**src/rtl/mem_arb_pkg.sv**
```systemverilog
// Shared constants for the two-port memory arbiter: FSM encoding, owner ids, defaults.
package mem_arb_pkg;

    localparam int unsigned DEF_BLOCK_SIZE = 4;
    localparam int unsigned DEF_TIMEOUT    = 64;
    localparam int unsigned DEF_CNT_W      = 8;

    // One-hot FSM encoding.
    typedef enum logic [3:0] {
        ST_IDLE  = 4'b0001,
        ST_ISSUE = 4'b0010,
        ST_WAIT  = 4'b0100,
        ST_RESP  = 4'b1000
    } state_e;

    localparam logic OWN_I = 1'b0;
    localparam logic OWN_D = 1'b1;

endpackage

```
**src/rtl/mem_arbiter_if.sv**
```systemverilog
// Bundle of the cache-side, memory-side and status signals around the arbiter.
interface mem_arbiter_if #(
    parameter int unsigned BLOCK_SIZE = 4
);
    localparam int unsigned DW = 32 * BLOCK_SIZE;

    // I-cache side
    logic          I_Req;
    logic [31:0]   I_Address;
    logic [DW-1:0] I_Read_data;
    logic          I_Ready;
    // D-cache side
    logic          D_Req;
    logic          D_Write;
    logic [31:0]   D_Address;
    logic [DW-1:0] D_Write_data;
    logic [DW-1:0] D_Read_data;
    logic          D_Ready;
    // data_memory side
    logic [31:0]   Mem_Address;
    logic          Mem_ReadMiss;
    logic          Mem_WriteThrough;
    logic [DW-1:0] Mem_Write_data;
    logic [DW-1:0] Mem_Read_data;
    logic          Mem_ReadReady;
    logic          Mem_WriteReady;
    // status
    logic          Busy;
    logic          Owner;
    logic          Timeout_err;

    // Arbiter view.
    modport slave (
        input  I_Req, I_Address, D_Req, D_Write, D_Address, D_Write_data,
        input  Mem_Read_data, Mem_ReadReady, Mem_WriteReady,
        output I_Read_data, I_Ready, D_Read_data, D_Ready,
        output Mem_Address, Mem_ReadMiss, Mem_WriteThrough, Mem_Write_data,
        output Busy, Owner, Timeout_err
    );

    // Environment view: caches and memory.
    modport master (
        output I_Req, I_Address, D_Req, D_Write, D_Address, D_Write_data,
        output Mem_Read_data, Mem_ReadReady, Mem_WriteReady,
        input  I_Read_data, I_Ready, D_Read_data, D_Ready,
        input  Mem_Address, Mem_ReadMiss, Mem_WriteThrough, Mem_Write_data,
        input  Busy, Owner, Timeout_err
    );

endinterface

```
**src/rtl/mem_arbiter_rr_arbiter2.sv**
```systemverilog
// Combinational 2-way round-robin pick; bit 0 = I requester, bit 1 = D requester.
module rr_arbiter2
    import mem_arb_pkg::*;
(
    input  logic [1:0] req_i,
    input  logic       last_i,
    input  logic       mask_vld_i,
    input  logic       mask_i,
    output logic       gnt_vld_o,
    output logic       gnt_o
);

    logic [1:0] mask_vec;
    logic [1:0] elig;

    // On a tie, the requester not served last wins; otherwise the lone eligible one.
    always_comb begin
        mask_vec = 2'b00;
        if (mask_vld_i) begin
            mask_vec[mask_i] = 1'b1;
        end
        elig      = req_i & ~mask_vec;
        gnt_vld_o = |elig;
        gnt_o     = OWN_I;
        if (&elig) begin
            gnt_o = ~last_i;
        end else if (elig[OWN_D]) begin
            gnt_o = OWN_D;
        end
    end

endmodule

```
**src/rtl/mem_arbiter.sv**
```systemverilog
// Two-port arbiter/sequencer in front of the edge-triggered data_memory, with watchdog.
module mem_arbiter
    import mem_arb_pkg::*;
#(
    parameter int unsigned BLOCK_SIZE = DEF_BLOCK_SIZE,
    parameter int unsigned TIMEOUT    = DEF_TIMEOUT,
    parameter int unsigned CNT_W      = DEF_CNT_W
) (
    input logic          Clk,
    input logic          Rst,
    mem_arbiter_if.slave bus
);

    localparam int unsigned DW = 32 * BLOCK_SIZE;

    state_e            state_q;
    logic              owner_q;
    logic              last_q;
    logic              mask_vld_q;
    logic              mask_q;
    logic              is_write_q;
    logic [31:0]       addr_q;
    logic [DW-1:0]     wdata_q;
    logic              rd_miss_q;
    logic              wr_thr_q;
    logic [DW-1:0]     i_data_q;
    logic [DW-1:0]     d_data_q;
    logic              i_ready_q;
    logic              d_ready_q;
    logic              tmo_q;
    logic              busy_q;
    logic [CNT_W-1:0]  cnt_q;

    logic gnt_vld;
    logic gnt_owner;
    logic done;

    rr_arbiter2 u_rr (
        .req_i      ({bus.D_Req, bus.I_Req}),
        .last_i     (last_q),
        .mask_vld_i (mask_vld_q),
        .mask_i     (mask_q),
        .gnt_vld_o  (gnt_vld),
        .gnt_o      (gnt_owner)
    );

    // Only the ready matching the operation counts; the other may be stale.
    assign done = is_write_q ? bus.Mem_WriteReady : bus.Mem_ReadReady;

    // Sequencer FSM with registered outputs, watchdog and datapath latches.
    always_ff @(posedge Clk) begin
        if (Rst) begin
            state_q    <= ST_IDLE;
            owner_q    <= OWN_I;
            last_q     <= OWN_I;
            mask_vld_q <= 1'b0;
            mask_q     <= OWN_I;
            is_write_q <= 1'b0;
            addr_q     <= '0;
            wdata_q    <= '0;
            rd_miss_q  <= 1'b0;
            wr_thr_q   <= 1'b0;
            i_data_q   <= '0;
            d_data_q   <= '0;
            i_ready_q  <= 1'b0;
            d_ready_q  <= 1'b0;
            tmo_q      <= 1'b0;
            busy_q     <= 1'b0;
            cnt_q      <= '0;
        end else begin
            i_ready_q <= 1'b0;
            d_ready_q <= 1'b0;
            tmo_q     <= 1'b0;
            unique case (state_q)
                ST_IDLE: begin
                    mask_vld_q <= 1'b0;
                    if (gnt_vld) begin
                        owner_q <= gnt_owner;
                        // Strobe registered here so it is high during ISSUE (the 0->1 edge).
                        if (gnt_owner == OWN_D) begin
                            addr_q     <= bus.D_Address;
                            is_write_q <= bus.D_Write;
                            wdata_q    <= bus.D_Write_data;
                            rd_miss_q  <= ~bus.D_Write;
                            wr_thr_q   <= bus.D_Write;
                        end else begin
                            addr_q     <= bus.I_Address;
                            is_write_q <= 1'b0;
                            rd_miss_q  <= 1'b1;
                            wr_thr_q   <= 1'b0;
                        end
                        busy_q  <= 1'b1;
                        state_q <= ST_ISSUE;
                    end
                end
                ST_ISSUE: begin
                    // Ready is not looked at here: it may still be left over from before.
                    cnt_q   <= '0;
                    state_q <= ST_WAIT;
                end
                ST_WAIT: begin
                    if (done) begin
                        rd_miss_q <= 1'b0;
                        wr_thr_q  <= 1'b0;
                        if (!is_write_q) begin
                            if (owner_q == OWN_D) begin
                                d_data_q <= bus.Mem_Read_data;
                            end else begin
                                i_data_q <= bus.Mem_Read_data;
                            end
                        end
                        i_ready_q <= (owner_q == OWN_I);
                        d_ready_q <= (owner_q == OWN_D);
                        state_q   <= ST_RESP;
                    end else if (cnt_q == CNT_W'(TIMEOUT - 1)) begin
                        rd_miss_q <= 1'b0;
                        wr_thr_q  <= 1'b0;
                        i_ready_q <= (owner_q == OWN_I);
                        d_ready_q <= (owner_q == OWN_D);
                        tmo_q     <= 1'b1;
                        state_q   <= ST_RESP;
                    end else begin
                        cnt_q <= cnt_q + CNT_W'(1);
                    end
                end
                ST_RESP: begin
                    // Mask the just-served owner for one IDLE cycle to cover its Req lag.
                    last_q     <= owner_q;
                    mask_q     <= owner_q;
                    mask_vld_q <= 1'b1;
                    busy_q     <= 1'b0;
                    state_q    <= ST_IDLE;
                end
                default: begin
                    state_q <= ST_IDLE;
                end
            endcase
        end
    end

    assign bus.Mem_Address      = addr_q;
    assign bus.Mem_ReadMiss     = rd_miss_q;
    assign bus.Mem_WriteThrough = wr_thr_q;
    assign bus.Mem_Write_data   = wdata_q;
    assign bus.I_Read_data      = i_data_q;
    assign bus.I_Ready          = i_ready_q;
    assign bus.D_Read_data      = d_data_q;
    assign bus.D_Ready          = d_ready_q;
    assign bus.Busy             = busy_q;
    assign bus.Owner            = owner_q;
    assign bus.Timeout_err      = tmo_q;

endmodule

```
**src/flat_wrapper.sv**
```systemverilog
// flat-port wrapper written by rule: the top's interface ports become plain ports
module mem_arbiter_flat import mem_arb_pkg::*;
#(
    parameter int unsigned BLOCK_SIZE = DEF_BLOCK_SIZE,
    parameter int unsigned TIMEOUT    = DEF_TIMEOUT,
    parameter int unsigned CNT_W      = DEF_CNT_W
)
  (Clk, Rst, bus_I_Req, bus_I_Address, bus_D_Req, bus_D_Write, bus_D_Address, bus_D_Write_data, bus_Mem_Read_data, bus_Mem_ReadReady, bus_Mem_WriteReady, bus_I_Read_data, bus_I_Ready, bus_D_Read_data, bus_D_Ready, bus_Mem_Address, bus_Mem_ReadMiss, bus_Mem_WriteThrough, bus_Mem_Write_data, bus_Busy, bus_Owner, bus_Timeout_err);
  mem_arbiter_if #(.BLOCK_SIZE(BLOCK_SIZE)) bus_i ();
  input logic Clk;
  input logic Rst;
  input wire logic [$bits(bus_i.I_Req)-1:0] bus_I_Req;
  input wire logic [$bits(bus_i.I_Address)-1:0] bus_I_Address;
  input wire logic [$bits(bus_i.D_Req)-1:0] bus_D_Req;
  input wire logic [$bits(bus_i.D_Write)-1:0] bus_D_Write;
  input wire logic [$bits(bus_i.D_Address)-1:0] bus_D_Address;
  input wire logic [$bits(bus_i.D_Write_data)-1:0] bus_D_Write_data;
  input wire logic [$bits(bus_i.Mem_Read_data)-1:0] bus_Mem_Read_data;
  input wire logic [$bits(bus_i.Mem_ReadReady)-1:0] bus_Mem_ReadReady;
  input wire logic [$bits(bus_i.Mem_WriteReady)-1:0] bus_Mem_WriteReady;
  output wire logic [$bits(bus_i.I_Read_data)-1:0] bus_I_Read_data;
  output wire logic [$bits(bus_i.I_Ready)-1:0] bus_I_Ready;
  output wire logic [$bits(bus_i.D_Read_data)-1:0] bus_D_Read_data;
  output wire logic [$bits(bus_i.D_Ready)-1:0] bus_D_Ready;
  output wire logic [$bits(bus_i.Mem_Address)-1:0] bus_Mem_Address;
  output wire logic [$bits(bus_i.Mem_ReadMiss)-1:0] bus_Mem_ReadMiss;
  output wire logic [$bits(bus_i.Mem_WriteThrough)-1:0] bus_Mem_WriteThrough;
  output wire logic [$bits(bus_i.Mem_Write_data)-1:0] bus_Mem_Write_data;
  output wire logic [$bits(bus_i.Busy)-1:0] bus_Busy;
  output wire logic [$bits(bus_i.Owner)-1:0] bus_Owner;
  output wire logic [$bits(bus_i.Timeout_err)-1:0] bus_Timeout_err;
  assign bus_i.I_Req = bus_I_Req;
  assign bus_i.I_Address = bus_I_Address;
  assign bus_i.D_Req = bus_D_Req;
  assign bus_i.D_Write = bus_D_Write;
  assign bus_i.D_Address = bus_D_Address;
  assign bus_i.D_Write_data = bus_D_Write_data;
  assign bus_i.Mem_Read_data = bus_Mem_Read_data;
  assign bus_i.Mem_ReadReady = bus_Mem_ReadReady;
  assign bus_i.Mem_WriteReady = bus_Mem_WriteReady;
  assign bus_I_Read_data = bus_i.I_Read_data;
  assign bus_I_Ready = bus_i.I_Ready;
  assign bus_D_Read_data = bus_i.D_Read_data;
  assign bus_D_Ready = bus_i.D_Ready;
  assign bus_Mem_Address = bus_i.Mem_Address;
  assign bus_Mem_ReadMiss = bus_i.Mem_ReadMiss;
  assign bus_Mem_WriteThrough = bus_i.Mem_WriteThrough;
  assign bus_Mem_Write_data = bus_i.Mem_Write_data;
  assign bus_Busy = bus_i.Busy;
  assign bus_Owner = bus_i.Owner;
  assign bus_Timeout_err = bus_i.Timeout_err;
  mem_arbiter #(.BLOCK_SIZE(BLOCK_SIZE), .TIMEOUT(TIMEOUT), .CNT_W(CNT_W)) u_core (.Clk(Clk), .Rst(Rst), .bus(bus_i));
endmodule
```
**config.mk**
```make
export PLATFORM = sky130hd
export DESIGN_NAME = mem_arbiter_flat
export DESIGN_NICKNAME = d
export VERILOG_FILES = /design/src/rtl/mem_arb_pkg.sv /design/src/rtl/mem_arbiter_if.sv /design/src/rtl/mem_arbiter_rr_arbiter2.sv /design/src/rtl/mem_arbiter.sv /design/src/flat_wrapper.sv
export SDC_FILE = /design/constraint.sdc
export NUM_CORES = 1
export LEC_CHECK = 0
export BUFFER_PORTS_ARGS = -buffer_cell sky130_fd_sc_hd__buf_2
export CORE_AREA = 2 2 290 292
export DETAILED_ROUTE_END_ITERATION = 10
export DIE_AREA = 0 0 292 294
export GPL_TIMING_DRIVEN = 0
export PLACE_DENSITY = 0.4
export SLEW_MARGIN = 0
export SYNTH_ARGS = -nofsm -noshare
export SYNTH_HDL_FRONTEND = slang
export SYNTH_HIERARCHICAL = 1
export SYNTH_SLANG_ARGS = --single-unit
```
**constraint.sdc**
```tcl
create_clock -name Clk -period 2.3 [get_ports Clk]
set_input_delay 0.115 -clock Clk [delete_from_list [all_inputs] [get_ports Clk]]
set_output_delay 0.115 -clock Clk [all_outputs]
set_load 0.02 [all_outputs]
```
==> results.py <==
metrics = {
    "finish": {
        "n_fill_cell": 8994,
        "seqCellArea_um2": 8778,
        "syn2layout_area_growth_pct": 72.57,
        "fin_nets": 3396,
        "layout-drive-gt1-share_pct": 34.85,
        "multi_input_area_um2": 6754,
        "final_area_um2": 26770,
    },
    "global_routing": {
        "grt_pass1_wl_um": 107300,
        "grt_pass1_vias": 17570,
        "gr-total-overflow": 0,
        "gr-usage-all-layers_pct": 16.32,
        "antenna_found_initial": 5,
        "grt_max_degree": 14,
    },
    "die": {
        "die-area_um2": 85850,
        "core_um2": 82890,
        "die_h_um": 294,
        "rows": 106,
        "num_io_pins": 750,
        "start_util_pct": 18.71,
        "die_x_um": 292,
    },
    "setup_path": {
        "cp.arrival_ns": 2.80,
        "path_max_fanout": 9,
        "required_ns": 2.74,
        "start_kind": "flop",
        "critPathKind": "flop to flop",
        "end_kind": "flop",
    },
    "timing": {
        "rsz0062_at_grt": "true",
        "fmax_ghz": 0.4240,
        "final_hold_viol_count": 0,
        "setup_ws_ns": -0.05830,
        "final_max_slew_viol_count": 0,
        "tightest_slew_ns": 1.179,
        "relSlewSlack_pct": 21.41,
        "finClkSkew_ns": 0.01025,
        "period_share_pct": 102.5,
        "setup_violations": 104,
        "finalCriticalPeriod_ns": 2.358,
    },
    "yosys": {
        "synth_fp_nets": 2250,
        "synth-seq-area-share_pct": 56.53,
        "synth_xor_area_share_pct": 0.05646,
        "muxShareOfSynthArea_pct": 2.331,
        "synthAdderAreaFrac_pct": 0.08066,
        "async_reset_ff_share_pct": 0,
        "synth_area_leaders": "dfxtp_1 (57%), nand2_1 (19%), a21oi_1 (13%)",
        "synth_ff_type": "dfxtp_1",
        "yosys.area.top_type_share_pct": 56.53,
        "synth_area_um2": 15510,
        "syn_inst": 1922,
        "synth_compound_area_share_pct": 15.06,
        "synth_area_per_cell_um2": 8.071,
        "post-synth-top-area-cell": "dfxtp_1",
        "synth.distinct_cells": 41,
        "ys_ff_latch": 438,
        "synth_top_family_by_area": "simple AND/OR/NAND/NOR gates",
        "synth_edf_count": 0,
        "synthSimpleGateAreaFrac_pct": 21.44,
        "yosysWarnings": 6,
    },
    "clock_network": {
        "cts_max_path_buffers": 3,
        "cts-htree-levels": 2,
        "clock_sinks": 438,
        "cts_tree": "built",
        "numCtsBuffers": 52,
        "clk_latency_ns": 0.59,
        "path_clk_slew_ns": 0.06,
        "root_buffer": "clkbuf_16",
    },
    "routing": {
        "drt_first_pass_iters": 5,
        "routedWlPerCell_um": 17.97,
        "drt_iter0_markers": 721,
        "drc": 0,
        "vias": 17350,
        "ant_nets": 0,
        "via_per_inst": 4.143,
        "routed_wl_um": 75270,
    },
    "flow_run": {
        "drv_cap": 0,
    },
    "status": {
        "violations": "setup timing",
        "status": "finished with violations",
    },
    "power_and_ir_drop": {
        "leakage_nw": 11.49,
        "finalPower_mw": 18.78,
        "irDropWorstVdd_uv": 446.0,
        "power_density_nw_per_um2": 701.6,
    },
    "place": {
        "hpwlAfterDp_um": 55850,
        "place_congestion": 0.7866,
        "io_buffers": 748,
        "placed_area_um2": 20610,
    },
    "worst_hold_path": {
        "hp-class": "input port to flop",
    },
}
synthesized netlist by cell type, types with 3 or more instances:
master	n
dfxtp_1	438
nor4b_1	5
or3_1	3
nand3_1	7
buf_2	52
a211oi_1	33
buf_6	10
clkbuf_1	82
nor3_1	6
mux2i_1	35
nor2_1	38
a21oi_1	397
nand2_1	778
o21ai_0	5
layer usage:
metal	part of all wire, %	track usage, %
met1	41	18.59
met2	48	28.57
met3	6.9	4.622
met4	3.9	6.776
met5	0	0
power breakdown:
part	switching, mW	internal (mW)	leakage, nW	total (mW)
registers	0.153	7.87	3.55	8.03
logic	1.49	1.09	7.11	2.58
clock network	3.38	4.79	0.836	8.17
total	5.03	13.8	11.5	18.8
registers in the layout, summed over array words and instances (netlist names), 4 cells and up:
signal / flops
u_core/bus.D_Read_data: 128
u_core/state_q: 4
u_core/bus.Mem_Address: 32
u_core/cnt_q: 8
u_core/bus.I_Read_data: 128
u_core/bus.Mem_Write_data: 128
metrics by stage:
step / std cells / TNS, ns / worst slack [ns] / hold WS (ns) / utilization (%)
floorplan: 1922 / 0 / 0.2136 / 0.2510 / -
global placement: 3750 / -172.37 / -0.8334 / 0.3602 / 24.86
detailed placement: 3750 / -174.77 / -0.7824 / 0.3606 / 24.86
CTS: 4165 / -0.1021 / -0.02340 / 0.01134 / 30.92
global route: 4188 / -8.529 / -0.1149 / 0.07953 / 32.29
finish: 4188 / -2.297 / -0.05830 / 0.04465 / 32.29
cell usage in the layout, fill, tap and decap left out, drive strengths merged, types with 3 or more instances in the layout:
| cell type | synthesis | final |
|---|---|---|
| a211oi | 34 | 34 |
| a21oi | 397 | 397 |
| buf | 65 | 821 |
| clkbuf | 82 | 170 |
| clkinv | 0 | 10 |
| dfxtp | 438 | 438 |
| diode | 0 | 3 |
| dlygate4sd3 | 0 | 323 |
| inv | 1 | 4 |
| mux2i | 35 | 35 |
| nand2 | 778 | 778 |
| nand3 | 7 | 7 |
| nor2 | 38 | 38 |
| nor3 | 6 | 6 |
| nor4b | 5 | 5 |
| o21ai | 5 | 5 |
| or3 | 3 | 3 |
| or4b | 3 | 3 |
worst max-delay path, stage by stage (launching register included):
cell and delay, ns:
dfxtp_4 0.35, or4b_4 0.54, buf_8 0.15, or4b_4 0.62, buf_12 0.20, clkbuf_16 0.19, nand2_1 0.06, a21oi_1 0.06
cell type report:
cell class	instances	area share, %
Tap cell	1080	5.048
Multi-Input combinational cell	1336	25.23
Clock inverter	16	0.4534
Inverter	1	0.01402
Antenna cell	3	0.02804
Clock buffer	75	5.824
Timing Repair Buffer	1092	27.30
Buffer	147	3.309
Sequential cell	438	32.79
cells by family (layout without fill, tap and decap cells):
family                   Yosys count  count (layout)
AND/OR/NAND/NOR                  855             855
AO/OA/AOI/OAI                    443             443
flip-flops                       438             438
buffers and inverters            148            1331
multiplexers                      36              36
adder cells (fa/ha/maj)            1               1
XOR/XNOR                           1               1
other                              0               3
final timing paths:
kind                              startpoint                    endpoint  slack, ns  cells after the start
setup / recovery           u_core/state_q[0]  u_core/bus.I_Read_data[56]      -0.06                      7
hold / removal                     bus_I_Req           u_core/state_q[1]       0.04                      5
setup reg to reg           u_core/state_q[0]  u_core/bus.I_Read_data[56]      -0.06                      7
hold reg to reg   u_core/bus.D_Read_data[29]  u_core/bus.D_Read_data[29]       0.45                      2
what timing repair did:
action	CTS	global route
endpoints found under the setup margin	413	346
pin swaps	0	104
buffers inserted	1	11
hold buffers	323	0
gates cloned	0	9
hold endpoints to repair	420	0
gates resized for setup	27	252
No activity file was read; power rests on OpenSTA's default activity.
